$ cat config.mk
export PLATFORM = sky130hd
export DESIGN_NAME = eu_xbuf_mp
export DESIGN_NICKNAME = d
export VERILOG_FILES = /design/src/rtl/eu_xbuf_mp_pkg.sv /design/src/rtl/eu_xbuf_alloc.sv /design/src/rtl/eu_xbuf_mp.sv
export SDC_FILE = /design/constraint.sdc
export NUM_CORES = 1
export LEC_CHECK = 0
export ABC_AREA = 1
export BUFFER_PORTS_ARGS = -buffer_cell sky130_fd_sc_hd__buf_2
export CORE_MARGIN = 10
export CORE_UTILIZATION = 51
export DETAILED_ROUTE_END_ITERATION = 6
export PLACE_DENSITY_LB_ADDON = 0.3
export SLEW_MARGIN = 20
export SYNTH_ARGS = -nofsm -noshare
export SYNTH_HDL_FRONTEND = slang
export SYNTH_SLANG_ARGS = --single-unit
$ cat constraint.sdc
create_clock -name clk -period 4.4 [get_ports clk]
set_input_delay 0.88 -clock clk [delete_from_list [all_inputs] [get_ports clk]]
set_output_delay 0.88 -clock clk [all_outputs]
set_load 0.1 [all_outputs]
$ cat src/rtl/eu_xbuf_mp_pkg.sv
// eu_xbuf_mp_pkg: shared types for the execution-unit exchange buffer.
//   type_exec_unit_addr   : result tag carried with every exec-unit result
//   type_exec_unit_data   : result payload
//   type_eu_xbuf_mp_entry : one buffer slot (valid, tag, payload, reads left)
// reads_left is declared at the widest supported counter width; instances
// with a narrower NREADS_W zero-extend into it.
package eu_xbuf_mp_pkg;

  localparam int EU_ADDR_W        = 8;
  localparam int EU_DATA_W        = 16;
  localparam int EU_XBUF_NREADS_W = 4;

  typedef logic [EU_ADDR_W-1:0] type_exec_unit_addr;
  typedef logic [EU_DATA_W-1:0] type_exec_unit_data;

  typedef struct packed {
    logic                        valid;
    type_exec_unit_addr          addr;
    type_exec_unit_data          data;
    logic [EU_XBUF_NREADS_W-1:0] reads_left;
  } type_eu_xbuf_mp_entry;

endpackage

$ cat src/rtl/eu_xbuf_alloc.sv
// eu_xbuf_alloc: lowest-index free-slot priority encoder.
//   valid    : per-slot valid bits
//   idx      : index of the lowest invalid slot (0 when none free)
//   any_free : at least one slot is invalid
module eu_xbuf_alloc
  import eu_xbuf_mp_pkg::*;
#(
  parameter int NUM_IDX_BITS = 2
) (
  input  logic [2**NUM_IDX_BITS-1:0] valid,
  output logic [NUM_IDX_BITS-1:0]    idx,
  output logic                       any_free
);

  // Scan downward so the last assignment made is the lowest free index.
  always_comb begin
    idx      = '0;
    any_free = 1'b0;
    for (int i = 2**NUM_IDX_BITS - 1; i >= 0; i--) begin
      if (!valid[i]) begin
        idx      = NUM_IDX_BITS'(i);
        any_free = 1'b1;
      end
    end
  end

endmodule

$ cat src/rtl/eu_xbuf_mp.sv
// eu_xbuf_mp: fully associative, address-tagged exchange buffer with
// multiple read ports. Each entry is freed after its programmed number of
// reads has been granted.
//   clk, reset_n  : clock, asynchronous active-low reset
//   in_*          : result write (tag, data, read count, valid) / in_ready_o
//   req_*         : per-port read request (tag, valid)
//   resp_*        : per-port registered response (data, valid), latency 1
//   occupancy_o   : number of valid entries
//   full_o        : all entries valid
module eu_xbuf_mp
  import eu_xbuf_mp_pkg::*;
#(
  parameter int NUM_IDX_BITS = 2,
  parameter int NUM_RD_PORTS = 2,
  parameter int NREADS_W     = 2
) (
  input  logic                                   clk,
  input  logic                                   reset_n,
  input  logic [EU_ADDR_W-1:0]                   in_addr_i,
  input  logic [EU_DATA_W-1:0]                   in_data_i,
  input  logic [NREADS_W-1:0]                    in_nreads_i,
  input  logic                                   in_valid_i,
  output logic                                   in_ready_o,
  input  logic [NUM_RD_PORTS-1:0][EU_ADDR_W-1:0] req_addr_i,
  input  logic [NUM_RD_PORTS-1:0]                req_valid_i,
  output logic [NUM_RD_PORTS-1:0][EU_DATA_W-1:0] resp_data_o,
  output logic [NUM_RD_PORTS-1:0]                resp_valid_o,
  output logic [NUM_IDX_BITS:0]                  occupancy_o,
  output logic                                   full_o
);

  localparam int DEPTH = 2**NUM_IDX_BITS;

  type_eu_xbuf_mp_entry entries_q [DEPTH];
  logic [NUM_IDX_BITS:0] occ_q;

  logic [DEPTH-1:0]        valid_vec;
  logic                    tag_hit;
  logic [NUM_IDX_BITS-1:0] free_idx;
  logic                    any_free;
  logic                    accept;

  logic [NUM_RD_PORTS-1:0]                grant;
  logic [NUM_RD_PORTS-1:0][EU_DATA_W-1:0] gdata;
  logic [EU_XBUF_NREADS_W-1:0]            rem_next [DEPTH];
  logic [DEPTH-1:0]                       freed;
  logic [NUM_IDX_BITS:0]                  n_freed;

  always_comb begin
    valid_vec = '0;
    tag_hit   = 1'b0;
    for (int e = 0; e < DEPTH; e++) begin
      valid_vec[e] = entries_q[e].valid;
      if (entries_q[e].valid && entries_q[e].addr == in_addr_i) tag_hit = 1'b1;
    end
  end

  eu_xbuf_alloc #(.NUM_IDX_BITS(NUM_IDX_BITS)) u_alloc (
    .valid    (valid_vec),
    .idx      (free_idx),
    .any_free (any_free)
  );

  assign full_o      = (occ_q == (NUM_IDX_BITS+1)'(DEPTH));
  assign occupancy_o = occ_q;
  // Gated by reset_n so the port reads as not-ready while held in reset.
  assign in_ready_o  = reset_n & any_free & ~full_o & ~tag_hit & (in_nreads_i != '0);
  assign accept      = in_valid_i & in_ready_o;

  // Per entry, walk the ports in ascending order and hand out grants while
  // reads remain; ports beyond the remaining count see a miss.
  always_comb begin
    logic [EU_XBUF_NREADS_W-1:0] rem;
    grant   = '0;
    gdata   = '0;
    freed   = '0;
    n_freed = '0;
    rem     = '0;
    for (int e = 0; e < DEPTH; e++) begin
      rem = entries_q[e].reads_left;
      for (int p = 0; p < NUM_RD_PORTS; p++) begin
        if (req_valid_i[p] && entries_q[e].valid &&
            entries_q[e].addr == req_addr_i[p] && rem != '0) begin
          grant[p] = 1'b1;
          gdata[p] = entries_q[e].data;
          rem      = rem - 1'b1;
        end
      end
      rem_next[e] = rem;
      freed[e]    = entries_q[e].valid && (rem == '0);
      n_freed     = n_freed + (NUM_IDX_BITS+1)'(freed[e]);
    end
  end

  always_ff @(posedge clk or negedge reset_n) begin
    if (!reset_n) begin
      for (int e = 0; e < DEPTH; e++) entries_q[e] <= '0;
      occ_q        <= '0;
      resp_valid_o <= '0;
      resp_data_o  <= '0;
    end else begin
      for (int e = 0; e < DEPTH; e++) begin
        if (entries_q[e].valid) begin
          entries_q[e].reads_left <= rem_next[e];
          if (freed[e]) entries_q[e].valid <= 1'b0;
        end
      end
      // free_idx always points at a slot that is invalid this cycle, so the
      // load never collides with a consume above.
      if (accept) begin
        entries_q[free_idx] <= '{valid:      1'b1,
                                 addr:       in_addr_i,
                                 data:       in_data_i,
                                 reads_left: EU_XBUF_NREADS_W'(in_nreads_i)};
      end
      occ_q        <= occ_q + (NUM_IDX_BITS+1)'(accept) - n_freed;
      resp_valid_o <= grant;
      for (int p = 0; p < NUM_RD_PORTS; p++) begin
        if (grant[p]) resp_data_o[p] <= gdata[p];
      end
    end
  end

endmodule
==> results.cfg <==
[setup_path]
required_ps = 4710
cp-end-kind = flop
slowest_delay_ps = 440
start_kind = input port
cp.arrival_ps = 4300
crit_type = in2reg
crit_fanout = 5
slowest_stage = fa_1

[synthesis]
synthCells = 1453
synth.cell_area_um2 = 9960
synth_warnings = 0
synth_ff_type = dfrtp_1
synth_edf_count = 0
async_flop_share_pct = 100
yosysUniqueCellTypes = 47
ys_seq_area_share_pct = 38.5
syn_nets = 1513
ys_ff_latch = 153
avgSynthCellArea_um2 = 6.85

[final_layout]
layout-drive-gt1-share_pct = 12.9
layout.nets = 1600
area_growth_pct = 14.2
final_cell_area_um2 = 11400
antenna_cells = 0

[detailed_routing]
route.vias.total = 9930
via_per_inst = 5.46
drtIter0Drc = 1005
dr.pass1.iters = 5
drt-total-wl_um = 31300
wl_per_cell_um = 17.2
drtAntennaViolNets = 0
route.detailed.drc = 0

[global_routing]
grt_max_degree = 70
grtUsageTotal_pct = 24.5
antenna_found_initial = 0
grt.overflow.total = 0
grt_pass1_vias = 9489
grt_pass1_wl_um = 50500

[clock_network]
worstSkewPairLatency_ps = 440
numCtsBuffers = 17
htreeDepth = 4
clockBufferDepth = 2
postCtsHoldBufs = 0
clkTransAtPathRegs_ps = 70
cts-root-buf = clkbuf_16
cts_sinks = 153
cts_tree = yes
cts_post_setup_buffers_inserted = 0
cts_repair_resize_count = 0

[floorplan]
initial_core_util_pct = 51.5
placementRows = 51
die_area_um2 = 25500
core-area_um2 = 19300
die_x_um = 160
top_level_ports = 86
die_h_um = 160

[power_and_ir_drop]
power_mw = 6.33
p_leak_nw = 6.07
p_per_area_nw_per_um2 = 556
ir_worst_vdd_uv = 308

[placement]
placed_cell_area_um2 = 10800
routabilityCongestion = 0.990
post-place-ws_ps = -13.4
post-dp-hpwl_um = 22700
io_buffers = 85

[flow_run]
cap_violations = 0

[sta]
holdWs_ps = 476
drv_slew = 0
hold_violations = 0
setup_viol = 0
rsz0062_at_grt = false
layout_min_cycle_time_ps = 3990
fin_worst_skew_ps = 17.4
fin_ws_ps = 408
period_share_pct = 90.7
relSlewSlack_pct = 41.1
fmax_mhz = 250
worst_pin_slew_ps = 884

[min_path]
hold_path.class = reg2reg

[status]
outcome = finished, final reports clean
## critical path: cells and delay by family
kind,cells,cell delay [ps]
XOR/XNOR,2,280
adder cells (fa/ha/maj),4,1120
AND/OR/NAND/NOR,10,1050
AO/OA/AOI/OAI,2,400
buffers and inverters,7,560
## worst paths after layout
path                                              from                          end  slack (ps)  depth (start not counted)
setup / recovery                         req_addr_i[4]     occupancy_o[2]$_DFF_PN0_         410                         25
hold / removal             resp_data_o[24]$_DFFE_PN0P_  resp_data_o[24]$_DFFE_PN0P_         480                          2
setup reg to reg               entries_q[88]$_DFF_PN0_     occupancy_o[2]$_DFF_PN0_         480                         23
hold reg to reg            resp_data_o[24]$_DFFE_PN0P_  resp_data_o[24]$_DFFE_PN0P_         480                          2
max in group asynchronous                      reset_n   asynchronous set/reset pin        2560                          3
min in group asynchronous                      reset_n   asynchronous set/reset pin         530                          2
## routing by layer
layer / vias to the layer above / GRT usage [%] / share of wire (%)
li1: 4853 / - / -
met5: - / 0 / 0
met4: 0 / 8.51 / 2.8
met1: 4558 / 33.1 / 44
met2: 451 / 37.9 / 45
met3: 68 / 5.22 / 8.2
## logic make-up after synthesis
family	synth area share, %
AO/OA/AOI/OAI	13.3
XOR/XNOR	2.99
adder cells (fa/ha/maj)	1.86
buffers and inverters	10.1
flip-flops	38.5
AND/OR/NAND/NOR	33.2
## final cells by class
class | instances | area [µm²]
flip-flops and latches | 153 | 3830
well taps | 265 | 332
multi-input cells | 1045 | 5140
clock buffers | 21 | 470
clock inverters | 11 | 134
fillers | 1843 | 7960
inverters | 201 | 754
repair buffers | 122 | 709
## report_power, final
group | leakage (nW) | switching (mW) | internal (mW)
Combinational | 3.83 | 1.80 | 0.717
Sequential | 1.95 | 0.428 | 1.84
Clock | 0.289 | 0.650 | 0.891
## layout by cell type, fill, tap and decap left out, types with 4 or more instances in the layout
master and instances:
nand2_1 436, inv_1 190, dfrtp_1 153, o21ai_0 148, nand3_1 129, nor2_1 103, buf_2 84, buf_4 37
o22ai_1 31, a21oi_1 31, xor2_1 22, nand4_1 20, nor3_1 17, clkbuf_16 17, xnor2_1 12, inv_2 10
o21ai_1 10, ha_1 10, nand2_2 8, nor2_2 7, o211ai_1 7, nand3b_1 6, a211oi_1 5, nand2_4 4
nor2_4 4
## synth_stat cells, types with 6 or more instances
cell,count,area share (%)
a21oi_1,31,1.6
buf_2,20,1.0
clkbuf_1,27,1.0
dfrtp_1,153,38
ha_1,10,1.3
inv_1,190,7.2
inv_2,10,0.38
nand2_1,436,16
nand2_2,8,0.50
nand3_1,129,6.5
nand3b_1,6,0.45
nand4_1,20,1.3
nor2_1,103,3.9
nor2_2,7,0.44
nor3_1,17,0.85
o211ai_1,7,0.53
o21ai_0,148,7.4
o21ai_1,10,0.50
o22ai_1,31,1.9
xnor2_1,12,1.1
xor2_1,22,1.9
## through the flow
stage          TNS, ps  std cells  util [%]
2_1_floorplan        0       1453         -
3_3_place_gp         0       1786      55.7
3_5_place_dp     -13.4       1786      55.7
4_1_cts              0       1818      58.8
5_1_grt              0       1818      58.8
6_report             0       1818      58.8
(Power assumes the default switching activity.)
